**src/rtl/dma_arbiter_if.sv**
```systemverilog
// Bundle of requester-side and memory-side DMA signals for dma_arbiter.
// Handshake: req and mem_req are levels; ack/done/mem_ack/mem_done are one-cycle pulses, one transfer in flight at a time.
interface dma_arbiter_if #(
  parameter int N  = 4,
  parameter int AW = 22
);
  logic [N-1:0]    req;
  logic [N*AW-1:0] addr;
  logic [N-1:0]    rnw;
  logic [N*8-1:0]  wd;
  logic [N-1:0]    ack;
  logic [N-1:0]    done;
  logic [7:0]      rd;
  logic            mem_req;
  logic [AW-1:0]   mem_addr;
  logic            mem_rnw;
  logic [7:0]      mem_wd;
  logic            mem_ack;
  logic            mem_done;
  logic [7:0]      mem_rd;

  // Arbiter side
  modport master (
    input  req, addr, rnw, wd, mem_ack, mem_done, mem_rd,
    output ack, done, rd, mem_req, mem_addr, mem_rnw, mem_wd
  );

  // Requesters plus memory sequencer side
  modport slave (
    output req, addr, rnw, wd, mem_ack, mem_done, mem_rd,
    input  ack, done, rd, mem_req, mem_addr, mem_rnw, mem_wd
  );
endinterface

```
**src/rtl/dma_arbiter.sv**
```systemverilog
// Round-robin arbiter sharing one byte-wide memory DMA port among N requesters.
// Optional DMA_ARB_BURST_EN lets the previous winner keep the port for up to BURST_MAX grants.
module dma_arbiter #(
  parameter int N         = 4,
  parameter int AW        = 22,
  parameter int BURST_MAX = 16
) (
  input  logic               clk,
  input  logic               rst,
  dma_arbiter_if.master      bus,
  output logic [1:0]         o_state
);
  localparam int IW = (N > 1) ? $clog2(N) : 1;

  typedef enum logic [1:0] {S_IDLE = 2'd0, S_ISSUE = 2'd1, S_WAIT = 2'd2} state_t;

  if (N < 2 || N > 8 || BURST_MAX < 1 || BURST_MAX > 255) begin : g_param_check
    $error("dma_arbiter: parameter out of range");
  end

  state_t        r_state, w_next_state;
  logic [IW-1:0] r_ptr, r_sel;
  logic [N-1:0]  r_ack, r_done;
  logic [7:0]    r_rd;
  logic          r_mem_req, r_mem_rnw;
  logic [AW-1:0] r_mem_addr;
  logic [7:0]    r_mem_wd;

  logic          w_any_req, w_grant, w_ack_fire, w_done_fire, w_rr_found;
  logic [IW-1:0] w_rr_idx, w_winner, w_sel_inc;
  logic [IW:0]   w_cand;

  assign w_any_req = |bus.req;
  assign w_sel_inc = (r_sel == IW'(N - 1)) ? '0 : r_sel + 1'b1;

  // First set request at or above ptr, wrapping modulo N.
  always_comb begin
    w_rr_found = 1'b0;
    w_rr_idx   = '0;
    w_cand     = '0;
    for (int k = 0; k < N; k++) begin
      w_cand = {1'b0, r_ptr} + (IW + 1)'(k);
      if (w_cand >= (IW + 1)'(N)) w_cand = w_cand - (IW + 1)'(N);
      if (!w_rr_found && bus.req[w_cand[IW-1:0]]) begin
        w_rr_found = 1'b1;
        w_rr_idx   = w_cand[IW-1:0];
      end
    end
  end

`ifdef DMA_ARB_BURST_EN
  logic [7:0] r_burst_cnt;
  logic       w_burst_keep;

  assign w_burst_keep = bus.req[r_sel] && (r_burst_cnt < 8'(BURST_MAX));
  assign w_winner     = w_burst_keep ? r_sel : w_rr_idx;

  always_ff @(posedge clk) begin
    if (rst)          r_burst_cnt <= 8'd0;
    else if (w_grant) r_burst_cnt <= w_burst_keep ? r_burst_cnt + 8'd1 : 8'd1;
  end
`else
  assign w_winner = w_rr_idx;
`endif

  always_ff @(posedge clk) begin
    if (rst) r_state <= S_IDLE;
    else     r_state <= w_next_state;
  end

  always_comb begin
    w_next_state = r_state;
    case (r_state)
      S_IDLE:  if (w_any_req)    w_next_state = S_ISSUE;
      S_ISSUE: if (bus.mem_ack)  w_next_state = S_WAIT;
      S_WAIT:  if (bus.mem_done) w_next_state = S_IDLE;
      default:                   w_next_state = S_IDLE;
    endcase
  end

  always_comb begin
    w_grant     = (r_state == S_IDLE)  && w_any_req;
    w_ack_fire  = (r_state == S_ISSUE) && bus.mem_ack;
    w_done_fire = (r_state == S_WAIT)  && bus.mem_done;
  end

  always_ff @(posedge clk) begin
    if (rst) begin
      r_ptr      <= '0;
      r_sel      <= '0;
      r_ack      <= '0;
      r_done     <= '0;
      r_rd       <= 8'd0;
      r_mem_req  <= 1'b0;
      r_mem_addr <= '0;
      r_mem_rnw  <= 1'b1;
      r_mem_wd   <= 8'd0;
    end else begin
      r_ack  <= '0;
      r_done <= '0;
      if (w_grant) begin
        r_sel      <= w_winner;
        r_mem_addr <= bus.addr[int'(w_winner)*AW +: AW];
        r_mem_rnw  <= bus.rnw[w_winner];
        r_mem_wd   <= bus.wd[int'(w_winner)*8 +: 8];
        r_mem_req  <= 1'b1;
      end
      if (w_ack_fire) begin
        r_mem_req    <= 1'b0;
        r_ack[r_sel] <= 1'b1;
        r_ptr        <= w_sel_inc;
      end
      // Writes leave the shared read register untouched.
      if (w_done_fire) begin
        r_done[r_sel] <= 1'b1;
        if (r_mem_rnw) r_rd <= bus.mem_rd;
      end
    end
  end

  assign bus.ack      = r_ack;
  assign bus.done     = r_done;
  assign bus.rd       = r_rd;
  assign bus.mem_req  = r_mem_req;
  assign bus.mem_addr = r_mem_addr;
  assign bus.mem_rnw  = r_mem_rnw;
  assign bus.mem_wd   = r_mem_wd;
  assign o_state      = r_state;
endmodule

```
**src/flat_wrapper.sv**
```systemverilog
// flat-port wrapper written by rule: the top's interface ports become plain ports
module dma_arbiter_flat 
#(
  parameter int N         = 4,
  parameter int AW        = 22,
  parameter int BURST_MAX = 16
)
  (clk, rst, o_state, bus_req, bus_addr, bus_rnw, bus_wd, bus_mem_ack, bus_mem_done, bus_mem_rd, bus_ack, bus_done, bus_rd, bus_mem_req, bus_mem_addr, bus_mem_rnw, bus_mem_wd);
  dma_arbiter_if #(.N(N), .AW(AW)) bus_i ();
  input  logic clk;
  input  logic rst;
  output logic [1:0] o_state;
  input wire logic [$bits(bus_i.req)-1:0] bus_req;
  input wire logic [$bits(bus_i.addr)-1:0] bus_addr;
  input wire logic [$bits(bus_i.rnw)-1:0] bus_rnw;
  input wire logic [$bits(bus_i.wd)-1:0] bus_wd;
  input wire logic [$bits(bus_i.mem_ack)-1:0] bus_mem_ack;
  input wire logic [$bits(bus_i.mem_done)-1:0] bus_mem_done;
  input wire logic [$bits(bus_i.mem_rd)-1:0] bus_mem_rd;
  output wire logic [$bits(bus_i.ack)-1:0] bus_ack;
  output wire logic [$bits(bus_i.done)-1:0] bus_done;
  output wire logic [$bits(bus_i.rd)-1:0] bus_rd;
  output wire logic [$bits(bus_i.mem_req)-1:0] bus_mem_req;
  output wire logic [$bits(bus_i.mem_addr)-1:0] bus_mem_addr;
  output wire logic [$bits(bus_i.mem_rnw)-1:0] bus_mem_rnw;
  output wire logic [$bits(bus_i.mem_wd)-1:0] bus_mem_wd;
  assign bus_i.req = bus_req;
  assign bus_i.addr = bus_addr;
  assign bus_i.rnw = bus_rnw;
  assign bus_i.wd = bus_wd;
  assign bus_i.mem_ack = bus_mem_ack;
  assign bus_i.mem_done = bus_mem_done;
  assign bus_i.mem_rd = bus_mem_rd;
  assign bus_ack = bus_i.ack;
  assign bus_done = bus_i.done;
  assign bus_rd = bus_i.rd;
  assign bus_mem_req = bus_i.mem_req;
  assign bus_mem_addr = bus_i.mem_addr;
  assign bus_mem_rnw = bus_i.mem_rnw;
  assign bus_mem_wd = bus_i.mem_wd;
  dma_arbiter #(.N(N), .AW(AW), .BURST_MAX(BURST_MAX)) u_core (.clk(clk), .rst(rst), .bus(bus_i), .o_state(o_state));
endmodule
```
**config.mk**
```make
export PLATFORM = sky130hd
export DESIGN_NAME = dma_arbiter_flat
export DESIGN_NICKNAME = d
export VERILOG_FILES = /design/src/rtl/dma_arbiter_if.sv /design/src/rtl/dma_arbiter.sv /design/src/flat_wrapper.sv
export SDC_FILE = /design/constraint.sdc
export NUM_CORES = 1
export LEC_CHECK = 0
export CAP_MARGIN = 40
export CORE_UTILIZATION = 41
export DETAILED_ROUTE_END_ITERATION = 10
export PLACE_DENSITY = 0.87
export SETUP_SLACK_MARGIN = 0.15
export SLEW_MARGIN = 20
export SYNTH_ARGS = -nofsm -noshare
export SYNTH_HDL_FRONTEND = slang
export SYNTH_SLANG_ARGS = --single-unit
export TNS_END_PERCENT = 100
```
**constraint.sdc**
```tcl
create_clock -name clk -period 3.9 [get_ports clk]
set_clock_uncertainty 0.2 [all_clocks]
set_input_delay 0.78 -clock clk [delete_from_list [all_inputs] [get_ports clk]]
set_output_delay 0.78 -clock clk [all_outputs]
set_load 0.05 [all_outputs]
```
# Word-level counts from Yosys, hierarchy flattened
# Cells that the tools add are included.
[totals] ff_bits=54 input_bits=140 out_inout_bits=50 wordCells=85
[op_classes] add_sub_neg=8 multipliers=1 n_lt_le_gt_ge=11 eq_ne=6 n_shift=2 mux=28 n_bitwise=2 reduce_logical=17
[ops] operator="$shiftx A88 B32 Y22" count=1
[ops] operator="$shiftx A32 B6 Y8" count=1
[ops] operator="$mux W2" count=12
[ops] operator="$lt A2 B3 Y1 const B" count=6
[ops] operator="$bmux W1 S2" count=5
[ops] operator="$ge A3 B3 Y1 const B" count=3
[ops] operator="$mux W1" count=9
[ops] operator="$sub A2 B1 Y2 const B" count=4
[ops] operator="$logic_and A1 B1 Y1" count=7
[ops] operator="$add A2 B2 Y3 const B" count=2
[ops] operator="$mul A2 B4 Y6 const B" count=1
[ops] operator="$pmux W2 S3" count=1
[ops] operator="$reduce_or A2 Y1" count=3
[ops] operator="$eq A2 B2 Y1 const B" count=2
[ops] operator="$ne A2 B2 Y1 const B" count=2
[ops] operator="$reduce_or A4 Y1" count=1
[ops] operator="$add A2 B1 Y3 const B" count=1
[ops] operator="$ge A2 B3 Y1 const B" count=1
[ops] operator="$logic_not A1 Y1" count=3
[ops] operator="$reduce_and A3 Y1" count=1
[ops] operator="$add A2 B1 Y2 const B" count=1
[ops] operator="$demux W1 S2" count=1
[ops] operator="$eq A2 B1 Y1 const B" count=1
[ops] operator="$ge A2 B1 Y1 const B" count=1
[ops] operator="4 further kinds" count=5

# Logic depth before layout (Yosys ltp)
# Gate-level depths: netlist of run 1.
[depth] word_depth=16 ltp_mapped=7 ltp_nobuf=5

# Worst setup path after synthesis of run 1
# OpenSTA, ideal clock, no wires.
[synth_timing] path_type="input-to-reg" startpoint="in bus_req[1]" endpoint="reg u_core.r_mem_wd[1], in the netlist u_core.bus.mem_wd[1]" setup_time_ns=0.138 arrival_time_ns=2.003 required_ns=3.562 path_slack_ns=1.560 path_stages=7 path_buffers=2 path_cell_list="nor4_1 -> nor3_2 -> nand3_2 -> or2_1 -> clkbuf_1 -> buf_2 -> o221ai_1"
[synth_between] elab_chain_len=13 elab_cells_between_ends=24 classes_between="shift (1); mux (15); reduce/logical (8)"
[synth_lines] item="start: declaration" line="flat_wrapper.sv:13" source="input wire logic [$bits(bus_i.req)-1:0] bus_req;"
[synth_lines] item="$bmux W1 S2" line="dma_arbiter.sv:44" source="if (!w_rr_found && bus.req[w_cand[IW-1:0]]) begin"
[synth_lines] item="$mux W1 (implied by the code)" line="dma_arbiter.sv:44"
[synth_lines] item="$mux W1" line="dma_arbiter.sv:44"
[synth_lines] item="$logic_not A1 Y1" line="dma_arbiter.sv:44"
[synth_lines] item="$logic_and A1 B1 Y1" line="dma_arbiter.sv:44"
[synth_lines] item="$mux W1" line="dma_arbiter.sv:44"
[synth_lines] item="$logic_not A1 Y1" line="dma_arbiter.sv:44"
[synth_lines] item="$logic_and A1 B1 Y1" line="dma_arbiter.sv:44"
[synth_lines] item="$mux W1" line="dma_arbiter.sv:44"
[synth_lines] item="$logic_not A1 Y1" line="dma_arbiter.sv:44"
[synth_lines] item="$logic_and A1 B1 Y1" line="dma_arbiter.sv:44"
[synth_lines] item="$mux W2" line="dma_arbiter.sv:44"
[synth_lines] item="$shiftx A32 B6 Y8" line="dma_arbiter.sv:105" source="r_mem_wd <= bus.wd[int'(w_winner)*8 +: 8];"
[synth_lines] item="end signal: assignment" line="dma_arbiter.sv:105"
[synth_lines] item="end: declaration" line="dma_arbiter.sv:27" source="logic [7:0] r_mem_wd;"
# Several ways; a longest one is shown, not always the timed one. The select of a mux whose other input is x is not followed.
# A chain may end at the register's enable or synchronous reset.

# Final worst setup path of run 1
[layout_timing] startpoint="in bus_req[0]" endpoint="reg u_core.r_mem_addr[9], in the netlist u_core.bus.mem_addr[9]"
[layout_between] elab_chain_len=14 elab_cells_between_ends=25 classes_between="mul (1); shift (1); mux (15); reduce/logical (8)"
[layout_lines] item="$bmux W1 S2" line="dma_arbiter.sv:44"
[layout_lines] item="$mux W1 (implied by the code)" line="dma_arbiter.sv:44"
[layout_lines] item="$mux W1" line="dma_arbiter.sv:44"
[layout_lines] item="$logic_not A1 Y1" line="dma_arbiter.sv:44"
[layout_lines] item="$logic_and A1 B1 Y1" line="dma_arbiter.sv:44"
[layout_lines] item="$mux W1" line="dma_arbiter.sv:44"
[layout_lines] item="$logic_not A1 Y1" line="dma_arbiter.sv:44"
[layout_lines] item="$logic_and A1 B1 Y1" line="dma_arbiter.sv:44"
[layout_lines] item="$mux W1" line="dma_arbiter.sv:44"
[layout_lines] item="$logic_not A1 Y1" line="dma_arbiter.sv:44"
[layout_lines] item="$logic_and A1 B1 Y1" line="dma_arbiter.sv:44"
[layout_lines] item="$mux W2" line="dma_arbiter.sv:44"
[layout_lines] item="$mul A2 B4 Y6" line="dma_arbiter.sv:103" source="r_mem_addr <= bus.addr[int'(w_winner)*AW +: AW];"
[layout_lines] item="$shiftx A88 B32 Y22" line="dma_arbiter.sv:103"
[layout_lines] item="end signal: assignment" line="dma_arbiter.sv:103"
[layout_lines] item="end: declaration" line="dma_arbiter.sv:26" source="logic [AW-1:0] r_mem_addr;"
# Several ways; a longest one is shown, not always the timed one. The select of a mux whose other input is x is not followed.

==> results of run 1 <==
==> registers in the layout, indices dropped and copies added (netlist names) <==
signal,cells
u_core.bus.ack,4
u_core.bus.mem_req,1
u_core.bus.mem_rnw,1
u_core.o_state,2
u_core.bus.mem_wd,8
u_core.bus.done,4
u_core.bus.rd,8
u_core.r_sel,2
u_core.bus.mem_addr,22
u_core.r_ptr,2
==> synthesized netlist by cell type (all sizes together) <==
cell type / instances / area, um2
nor3: 3 / 20.0
o221ai: 17 / 149
ha: 4 / 50.1
nand2: 21 / 78.8
a21bo: 17 / 170
nand3b: 19 / 143
nor4: 1 / 6.26
and2: 10 / 62.6
a211oi: 12 / 90.1
nand4: 20 / 125
o211ai: 3 / 22.5
a211o: 2 / 17.5
clkbuf: 24 / 90.1
a2111oi: 12 / 123
a21o: 1 / 7.51
nand3: 3 / 25.0
dfxtp: 54 / 1080
nand2b: 4 / 25.0
mux2i: 33 / 330
o21bai: 1 / 7.51
and3: 1 / 6.26
and4: 12 / 105
or3: 1 / 6.26
nor2b: 2 / 12.5
inv: 5 / 18.8
buf: 12 / 80.1
or2: 2 / 15.0
a21oi: 16 / 87.6
o31ai: 19 / 143
nor2: 19 / 73.8
==> layout make-up <==
| cell class | count | area, um2 | share of cell area |
|---|---|---|---|
| clock inverter | 2 | 17.5 | 0.00337 |
| inverter | 5 | 18.8 | 0.00361 |
| sequential | 54 | 1080 | 0.208 |
| multi-input combinational | 255 | 1910 | 0.367 |
| timing repair buffer | 199 | 1970 | 0.379 |
| tap | 99 | 124 | 0.0238 |
| clock buffer | 6 | 82.6 | 0.0159 |
==> worst max-delay path by stage <==
stage	startpoint	to	slack [ps]	cells past startpoint
after CTS	bus_req[0]	u_core.bus.mem_addr[9]	810	6
after global placement	bus_req[1]	u_core.bus.mem_addr[12]	410	6
after floorplan	bus_req[1]	u_core.bus.mem_wd[1]	1560	7
after detailed placement	bus_req[1]	u_core.bus.mem_wd[5]	480	6
final	bus_req[0]	u_core.bus.mem_addr[9]	790	6
after global routing	bus_req[0]	u_core.bus.mem_addr[9]	660	6
==> cells by family after synthesis <==
| kind of cell | Yosys count | share of synthesized area |
|---|---|---|
| DFF | 54 | 0.341 |
| buffers and inverters | 41 | 0.0596 |
| adders and majority gates | 4 | 0.0158 |
| AOI/OAI and AO/OA | 100 | 0.258 |
| and+or+nand+nor | 118 | 0.222 |
| muxes | 33 | 0.104 |
==> power by group through the flow <==
| stage | Clock (uW) | Combinational [uW] | Sequential (uW) |
|---|---|---|---|
| 4_1_cts | 350 | 724 | 641 |
| 3_3_place_gp | 0 | 711 | 652 |
| 3_5_place_dp | 0 | 722 | 652 |
| 6_report | 338 | 724 | 641 |
| 2_1_floorplan | 0 | 245 | 824 |
| 5_1_grt | 373 | 764 | 648 |
==> layer usage <==
layer,share of wire,GRT usage,up-vias
li1,-,-,1684
met1,0.41,0.335,1659
met2,0.48,0.461,201
met3,0.093,0.0601,14
met4,0.013,0.0685,0
met5,0,0,-
==> worst min-delay path: stages, from the launching register on <==
cell and delay, ps:
dfxtp_1 320, nand2_1 50, a21oi_1 50
==> metrics by stage <==
stage,power [uW],std cells,hold WS [ps]
floorplan,1070,350,269
global placement,1360,611,242
detailed placement,1370,611,246
CTS,1710,619,261
global route,1780,620,279
finish,1700,620,260
==> impl_summary.txt, run 1 <==
----------------------------------------------------
[Final layout]
  Leading cell types in the layout, fill and taps excluded ... 188 x clkdlybuf4s50_1, 54 x dfxtp_1, 33 x mux2i_1
  Count of nets after finishing ... 664
  Number of antenna diodes ... 0
  Fraction of final layout cells sized beyond drive strength 1 ... 0.0845
  Final instance area ... 5200 um2
  Layout fillers ... 594
  Fraction of the core area covered by cells at the end of the flow ... 0.706
  Layout area overhead ... 64.0%
  Most common cell after layout, fill and taps aside ... clkdlybuf4s50_1

[Pwr]
  Peak ir drop on the vdd network ... 0.000162 V
  Net Sw Frac ... 0.365
  Internal power ... 1080 uW
  Leakage Power ... 0.00198 uW
  Comb pwr share ... 0.425
  Fraction of power consumed by sequential logic ... 0.377
  Switch Pwr ... 621 uW
  Power Dens Cells ... 327 nW/um2
  Fraction of power consumed by the clock network ... 0.198

[Critical path]
  Cell occurring most often along the worst timing path ... o221ai_1
  Crit path DAT ... 3120 ps
  CP Max Fanout ... 17
  Depth of the most critical reg-to-reg path ... 5
  Type of element capturing the critical path ... register
  Cell class contributing the biggest share of worst-path delay ... simple AND/OR/NAND/NOR gates
  Setup slack of the most critical reg-to-reg path ... 1410 ps
  Endpoint of the lowest-slack register-to-register path ... u_core.bus.mem_addr[9]
  Largest stage delay, worst path ... 600 ps
  Sort of element at the start of the critical path ... input port
  Worst-path cell chain ... clkdlybuf4s50_1 > and2_1 > o221ai_1 > nand3_2 > or2_1 > o221ai_1
  CP max-delay cell ... or2_1
  Required time worst endpoint ... 3910 ps
  Reg2Reg Launch Point ... u_core.r_ptr[1]
  Critical path start-end classification ... in2reg
  CP bufs+invs ... 1

[Synth]
  Area of the mapped netlist ... 3170 um2
  Unique masters post-synth ... 41
  Nets in the synthesized netlist ... 494
  Number of synthesized register bits ... 54
  Number of warnings issued by yosys ... 0
  Part of the Yosys area used for sequential elements ... 0.341
  Synthesized instance count ... 350
  Per-instance average area after synthesis ... 9.06 um2

[Placed design]
  DP HPWL ... 7650 um
  Instance area at placement ... 5090 um2
  Pre-CTS setup slack ... 481 ps
  Port Buffers ... 189
  Placer congestion estimate ... 0.827

[Global routing]
  Pin count of the biggest net entering global routing ... 42
  Via count of the first global-routing pass ... 3580
  Total global-route track usage ... 0.267
  First-pass GRT wire length ... 17800 um
  Antenna violations before repair ... 0
  Total congestion overflow after global routing ... 0

[Outcome]
  Result of the run ... finished clean

[Clock tree]
  Maximum buffer depth of the clock tree ... 2
  Num Clock Sinks ... 54
  Setup fix buffers added after clock tree synthesis ... 0
  Clock tree from TritonCTS ... yes
  Clk slew on worst S/H paths ... 100 ps
  Master cell of the clock root buffer ... clkbuf_8
  Insertion delay of the later-clocked pin in the worst-skew pair ... 300 ps
  Post-cts gate resize count ... 0
  Number of buffers added to fix hold violations after cts ... 0
  Total number of H-tree levels ... 2
  Number of buffers inserted during clock tree synthesis ... 5

[STA]
  Count of pins over their slew limit ... 0
  Setup WS post-layout ... 789 ps
  Achievable frequency ... 321 MHz
  Tmin final ... 3110 ps
  RSZ-0062 raised after global routing ... false
  Number of hold violations in the final report ... 0
  Actual slew at the worst max-slew pin ... 773 ps
  Relative slew slack ... 0.484
  Final-layout setup total negative slack ... 0 ps
  Final setup viols ... 0
  Final worst path period share ... 0.798

[Floorplanning]
  Starting utilization of the core area ... 0.430
  Width of the chip ... 90.0 um
  Vert. Die Dim ... 90.0 um
  # rows ... 31
  Die area ... 8090 um2
  Area of the core region ... 7370 um2
  Number of primary I/O pins ... 190

[Hold path]
  Hold path endpoint ... u_core.bus.rd[1]
  Hold WC Path Type ... reg2reg
  WHS Path Cells ... 2
  Hold Startpoint ... u_core.bus.rd[1]

[Drt]
  Wirelength, routed ... 10800 um
  DR WL/cell ... 17.4 um
  Vias per std cell ... 5.74
  Initial DRC Count ... 142
  First-pass iteration count of the detailed router ... 4
  # DRC ... 0
  Count of vias placed by the detailed router ... 3558
  Antenna viol nets, final ... 0

[Flow run]
  Maxcap violations ... 0

----------------------------------------------------
No activity file was read; power rests on OpenSTA's default activity.
==> inputs of run 2 (changes only) <==
--- a/config.mk
+++ b/config.mk
@@ -6,9 +6,9 @@
 export NUM_CORES = 1
 export LEC_CHECK = 0
 export CAP_MARGIN = 40
-export CORE_UTILIZATION = 41
+export CORE_UTILIZATION = 34
 export DETAILED_ROUTE_END_ITERATION = 10
-export PLACE_DENSITY = 0.87
+export PLACE_DENSITY = 0.77
 export SETUP_SLACK_MARGIN = 0.15
 export SLEW_MARGIN = 20
 export SYNTH_ARGS = -nofsm -noshare
==> constraint.sdc (replaced) <==
create_clock -name clk -period 2.8 [get_ports clk]
set_clock_uncertainty 0.2 [all_clocks]
set_input_delay 0.56 -clock clk [delete_from_list [all_inputs] [get_ports clk]]
set_output_delay 0.56 -clock clk [all_outputs]
set_load 0.05 [all_outputs]
==> impl_summary.txt, run 2 (synthesized netlist as in run 1, its figures left out) <==
----------------------------------------------------
[Clock tree]
  Master cell of the clock root buffer ... clkbuf_8
  Post-cts gate resize count ... 0 (unchanged)
  Total number of H-tree levels ... 2 (unchanged)
  Setup fix buffers added after clock tree synthesis ... 0 (unchanged)
  Maximum buffer depth of the clock tree ... 2 (unchanged)
  Number of buffers inserted during clock tree synthesis ... 5 (unchanged)
  Clk slew on worst S/H paths ... 110 ps (about the same)
  Insertion delay of the later-clocked pin in the worst-skew pair ... 310 ps (about the same)
  Num Clock Sinks ... 54 (unchanged)
  Clock tree from TritonCTS ... yes
  Number of buffers added to fix hold violations after cts ... 0 (unchanged)

[Drt]
  Top routing layer in use ... met4
  WL met3 ... 783 um (-21%)
  First-pass iteration count of the detailed router ... 4 (unchanged)
  Met2 layer wire length in the routed design ... 5630 um (+8.5%)
  Initial DRC Count ... 125 (-12%)
  Count of vias placed by the detailed router ... 3510 (-1.3%)
  Metal-1 WL ... 4540 um (+2.2%)
  Antenna viol nets, final ... 0 (unchanged)
  # DRC ... 0 (unchanged)
  DR WL/cell ... 17.3 um (-0.19%)
  Wirelength, routed ... 11000 um (+2.7%)
  Vias per std cell ... 5.50 (-4.1%)

[STA]
  Relative slew slack ... 0.487 (+0.00287)
  Actual slew at the worst max-slew pin ... 770 ps (-2.58 ps)
  Final worst path period share ... 0.870
  Tmin final ... 2440 ps
  Minimum hold slack ... 260 ps (+0.568 ps)
  RSZ-0062 raised after global routing ... false
  Final-layout setup total negative slack ... 0 ps (unchanged)
  Number of hold violations in the final report ... 0 (unchanged)
  Count of pins over their slew limit ... 0 (unchanged)
  Final setup viols ... 0 (unchanged)
  Achievable frequency ... 411 MHz

[Floorplanning]
  Area of the core region ... 8890 um2 (+21%)
  Starting utilization of the core area ... 0.357 (-0.0736)
  Die area ... 9720 um2 (+20%)
  Width of the chip ... 98.6 um (+9.6%)
  # rows ... 34 (+9.7%)
  Number of primary I/O pins ... 190 (unchanged)
  Vert. Die Dim ... 98.6 um (+9.6%)

[Critical path]
  Worst-path cell chain ... clkdlybuf4s50_1 > and2_1 > and2_1 > o31ai_1 > a21bo_2 > o221ai_1
  CP Max Fanout ... 19 (+2)
  Type of element capturing the critical path ... register
  Sort of element at the start of the critical path ... input port
  Crit path DAT ... 2470 ps (-650 ps)
  CP bufs+invs ... 1 (unchanged)
  Largest stage delay, worst path ... 640 ps (+40 ps)
  Required time worst endpoint ... 2830 ps (-1080 ps)
  Setup slack of the most critical reg-to-reg path ... 720 ps (-690 ps)
  Cell occurring most often along the worst timing path ... and2_1
  CP max-delay cell ... and2_1
  Cell class contributing the biggest share of worst-path delay ... simple AND/OR/NAND/NOR gates
  Critical path start-end classification ... in2reg

[Final layout]
  Final instance area ... 5330 um2 (+2.4%)
  Count of nets after finishing ... 673 (+1.4%)
  Number of flip-flops under the largest register name ... 22 (unchanged)
  Layout area overhead ... 68.0%
  Layout fillers ... 760 (+28%)
  Most common cell after layout, fill and taps aside ... clkdlybuf4s50_1
  Fraction of the core area covered by cells at the end of the flow ... 0.599 (-0.107)
  Storage cell area ... 1080 um2 (unchanged)
  Footprint of the multi-input gates ... 1900 um2 (-0.39%)
  Leading cell types in the layout, fill and taps excluded ... 188 x clkdlybuf4s50_1, 54 x dfxtp_1, 33 x mux2i_1
  Number of antenna diodes ... 0 (unchanged)
  Fraction of final layout cells sized beyond drive strength 1 ... 0.100 (+0.0155)

[Global routing]
  Via count of the first global-routing pass ... 3493 (-2.4%)
  First-pass GRT wire length ... 17900 um (+0.74%)
  Total global-route track usage ... 0.231 (-0.0357)
  Antenna violations before repair ... 0 (unchanged)
  Total congestion overflow after global routing ... 0 (unchanged)
  Pin count of the biggest net entering global routing ... 35 (-17%)

[Placed design]
  DP HPWL ... 8290 um (+8.4%)
  Port Buffers ... 189 (unchanged)
  Placer congestion estimate ... 0.862 (+4.2%)
  Instance area at placement ... 5220 um2 (+2.5%)

[Pwr]
  Peak ir drop on the vdd network ... 0.000237 V (+47%)
  Power Dens Cells ... 465 nW/um2 (+42%)
  Leakage Power ... 0.00205 uW (+3.2%)

[Flow run]
  Maxcap violations ... 0 (unchanged)

[Outcome]
  Result of the run ... finished clean

[Hold path]
  Hold WC Path Type ... reg2reg

----------------------------------------------------
## run 2: cell types whose count changed in the layout (fill, tap and decap cells not counted), sizes merged
cell	delta
buf	+9
clkinv	-1
inv	+1
bufinv	+1
clkbuf	-1
## run 2: path summary, 6_finish.rpt
kind,start,to,cells after the start
setup / recovery,bus_req[0],u_core.bus.mem_addr[0],6
hold / removal,u_core.bus.rd[2],u_core.bus.rd[2],2
hold reg to reg,u_core.bus.rd[2],u_core.bus.rd[2],2
setup reg to reg,u_core.r_ptr[1],u_core.bus.mem_wd[4],6
## run 2: tightest hold or removal path, delay by kind of cell, from the launching register on
family           cells  cell delay (ps)
AND/OR/NAND/NOR      1               50
AO/OA/AOI/OAI        1               50
flip-flops           1              320
## run 2: area by class of cell
class | instances | area share
sequential | 54 | 0.203
clock buffer | 5 | 0.0129
tap | 108 | 0.0254
inverter | 5 | 0.00352
multi-input combinational | 255 | 0.357
timing repair buffer | 208 | 0.390
clock inverter | 3 | 0.00822
## run 2: where the power goes
part / switching, uW / total [uW] / internal (uW)
registers: 48.0 / 892 / 844
logic: 552 / 1040 / 488
clock network: 276 / 545 / 269
## run 2: metal layers
| layer | up-vias | global-route usage |
|---|---|---|
| li1 | 1701 | - |
| met1 | 1653 | 0.289 |
| met2 | 149 | 0.412 |
| met3 | 7 | 0.0482 |
| met4 | 0 | 0.0436 |
| met5 | - | 0 |
## run 2: metrics by stage
stage	std cells	power, uW	worst slack, ps
after CTS	638	2490	358
after global routing	638	2600	189
final	638	2480	364
after global placement	630	1940	94.2
after floorplan	350	1490	680
after detailed placement	630	1950	27.3
==> inputs of run 3 (changes only) <==
--- a/config.mk
+++ b/config.mk
@@ -5,6 +5,7 @@
 export SDC_FILE = /design/constraint.sdc
 export NUM_CORES = 1
 export LEC_CHECK = 0
+export ABC_CLOCK_PERIOD_IN_PS = 2800
 export CAP_MARGIN = 40
 export CORE_UTILIZATION = 34
 export DETAILED_ROUTE_END_ITERATION = 10
==> results of run 3 <==
No change in the layout: final DEF, timing and power equal those of run 2.
==> RTL change (flow settings as in run 2) <==
`N` is set to 4 in 3 places; all go to 8.
--- a/src/rtl/dma_arbiter_if.sv
+++ b/src/rtl/dma_arbiter_if.sv
@@ -2,5 +2,5 @@
 // Handshake: req and mem_req are levels; ack/done/mem_ack/mem_done are one-cycle pulses, one transfer in flight at a time.
 interface dma_arbiter_if #(
-  parameter int N  = 4,
+  parameter int N  = 8,
   parameter int AW = 22
 );
--- a/src/rtl/dma_arbiter.sv
+++ b/src/rtl/dma_arbiter.sv
@@ -2,5 +2,5 @@
 // Optional DMA_ARB_BURST_EN lets the previous winner keep the port for up to BURST_MAX grants.
 module dma_arbiter #(
-  parameter int N         = 4,
+  parameter int N         = 8,
   parameter int AW        = 22,
   parameter int BURST_MAX = 16
--- a/src/flat_wrapper.sv
+++ b/src/flat_wrapper.sv
@@ -2,5 +2,5 @@
 module dma_arbiter_flat 
 #(
-  parameter int N         = 4,
+  parameter int N         = 8,
   parameter int AW        = 22,
   parameter int BURST_MAX = 16
Ports: changed (6 resized); port bits go from 190 to 326. The function was not compared with the original's and may differ.
==> RTL change against run 2 <==
The run now ends with setup timing left; first-iteration DRC count increased to 9.2 times the old value; synthesized area increased by 130%; via count increased to 3.0 times the old value; synthesized cell count increased to 2.7 times the old value; final cell count increased to 2.5 times the old value; register-to-register slack got worse by 1.4 ns; non-clock buffer count increased by 299; final area increased by 150%; sequential cell count increased by 10; routed wire length increased to 3.5 times the old value; worst setup slack got worse by 1.1 ns; power increased to 2.6 times the old value; largest power group unchanged.
==> RTL change: results (changes against run 2) <==
Synthesis
  – Sequential area share after synthesis: 17.8% (-16 points)
  – Cells taking the most area after synthesis: sky130_fd_sc_hd__dfxtp_1 18%, sky130_fd_sc_hd__a32o_1 8.2%, sky130_fd_sc_hd__a211o_1 7.4%
  – Average footprint of a synthesized cell: 7.71 sq um (-15%)
  – Count of different cell masters after synthesis: 70 (+71%)
  – Net Count, Synth: 1206 (+140%)
  – Top cell types by occurrence after synthesis: 98 x sky130_fd_sc_hd__nand2_1, 81 x sky130_fd_sc_hd__a21oi_1, 69 x sky130_fd_sc_hd__clkbuf_1

Routing
  – Number of iterations in the first detailed-routing pass: 8 (+4)
  – Detail-routed via count per cell: 6.54 (+19%)
  – Detailed router's first-iteration violation count: 1144 (+820%)
  – Overall routed net length: 38900 um (+250%)

Global route
  – Pin count of the biggest net entering global routing: 62 (+77%)
  – Vias in the first global route: 9747 (+180%)
  – First-pass GRT wire length: 56200 um (+210%)

Clocking
  – Setup Fix Bufs, Post-CTS: 21 (+21)
  – Clk_lat worst skew: 0.34 ns (+0.03 ns)
  – H-tree levels: 3 (+1)
  – Clock tree root driver cell: sky130_fd_sc_hd__clkbuf_16
  – Clock-pin transition on the worst setup and hold timing paths: 0.06 ns (-0.05 ns)

Placement
  – HPWL Detailed: 27000 um (+230%)
  – Final RePlAce weighted congestion: 0.946 (+9.8%)

Run status
  – Run status: finished, violations left
  – Failing checks: setup timing

Timing
  – Slew at the pin with the worst max-slew slack: 0.738 ns (-0.0324 ns)
  – Crit path setup slack, layout: -0.702 ns (-1.07 ns)
  – Count of final setup violators: 34 (+34)

Setup path
  – Maximum fanout count along the critical path: 12 (-7)
  – Critical path's slowest cell: sky130_fd_sc_hd__mux4_2
  – Max incr delay on CP: 0.56 ns (-0.08 ns)
  – Data arrival at the endpoint of the critical path: 3.59 ns (+1.12 ns)

Power
  – Peak VDD IR: 0.000334 V (+41%)

Finish
  – Share of post-route cells with drive strength above 1: 22.7% (+13 points)
[RTL change: cell types whose count changed after synthesis, moves of 18 or more]
cell / run 2 / this run
sky130_fd_sc_hd__a22o_1: 0 / 35
sky130_fd_sc_hd__o211ai_1: 3 / 55
sky130_fd_sc_hd__o22ai_1: 0 / 55
sky130_fd_sc_hd__o31ai_1: 19 / 0
sky130_fd_sc_hd__buf_2: 7 / 38
sky130_fd_sc_hd__mux2i_1: 33 / 15
sky130_fd_sc_hd__clkbuf_1: 24 / 69
sky130_fd_sc_hd__nand3b_1: 19 / 0
sky130_fd_sc_hd__a211o_1: 2 / 61
sky130_fd_sc_hd__o21ai_0: 0 / 54
sky130_fd_sc_hd__o32ai_1: 0 / 54
sky130_fd_sc_hd__nand2_1: 21 / 98
sky130_fd_sc_hd__a21oi_1: 14 / 81
sky130_fd_sc_hd__a32o_1: 0 / 59
[RTL change: layout make-up]
type | count | area (sq um)
Clock buffer | 11 | 253
Clock inverter | 5 | 38.8
Fill cell | 1730 | 7380
Inverter | 6 | 25.0
Multi-Input combinational cell | 748 | 5780
Sequential cell | 64 | 1290
Tap cell | 270 | 338
Timing Repair Buffer | 507 | 5400
[RTL change: routing by layer]
layer | share of wire (%) | up-vias | track usage [%]
met5 | 0 | - | 0
met4 | 5.0 | 0 | 14.2
met3 | 11 | 166 | 5.34
met2 | 46 | 811 | 55.6
met1 | 38 | 4889 | 42.1
li1 | - | 4668 | -
[RTL change: kinds of logic after synthesis]
group | share of synthesized area (%)
AO/OA/AOI/OAI | 51.6
XOR/XNOR | 0.365
adder cells (fa/ha/maj) | 0.695
buffers and inverters | 7.49
flip-flops | 17.8
multiplexers | 7.14
AND/OR/NAND/NOR | 15.0
[RTL change: final timing paths]
path                    startpoint  slack (ns)  depth (start not counted)                 endpoint
setup reg to reg   u_core.r_ptr[0]       -0.70                         14  u_core.bus.mem_addr[13]
hold reg to reg   u_core.bus.rd[5]        0.26                          2         u_core.bus.rd[5]
hold / removal    u_core.bus.rd[5]        0.26                          2         u_core.bus.rd[5]
setup / recovery   u_core.r_ptr[0]       -0.70                         14  u_core.bus.mem_addr[13]
[RTL change: stage by stage]
stage          util (%)  cell area (sq um)  hold slack, ns  power (mW)  TNS, ns
2_1_floorplan         -               7320           0.312        3.21   -36.02
3_3_place_gp       57.5              11800           0.242        4.71   -34.26
3_5_place_dp       57.6              11800           0.249        4.75   -35.09
4_1_cts            62.0              12700           0.257        6.21   -19.95
5_1_grt            64.0              13100           0.271        6.70   -23.52
6_report           64.0              13100           0.256        6.46   -21.14
[RTL change: power by group]
group	total, mW	leakage [nW]	internal, mW	switching, mW
clock	1.16	0.143	0.656	0.500
combinational	4.18	4.05	2.02	2.15
sequential	1.13	0.525	1.03	0.0977
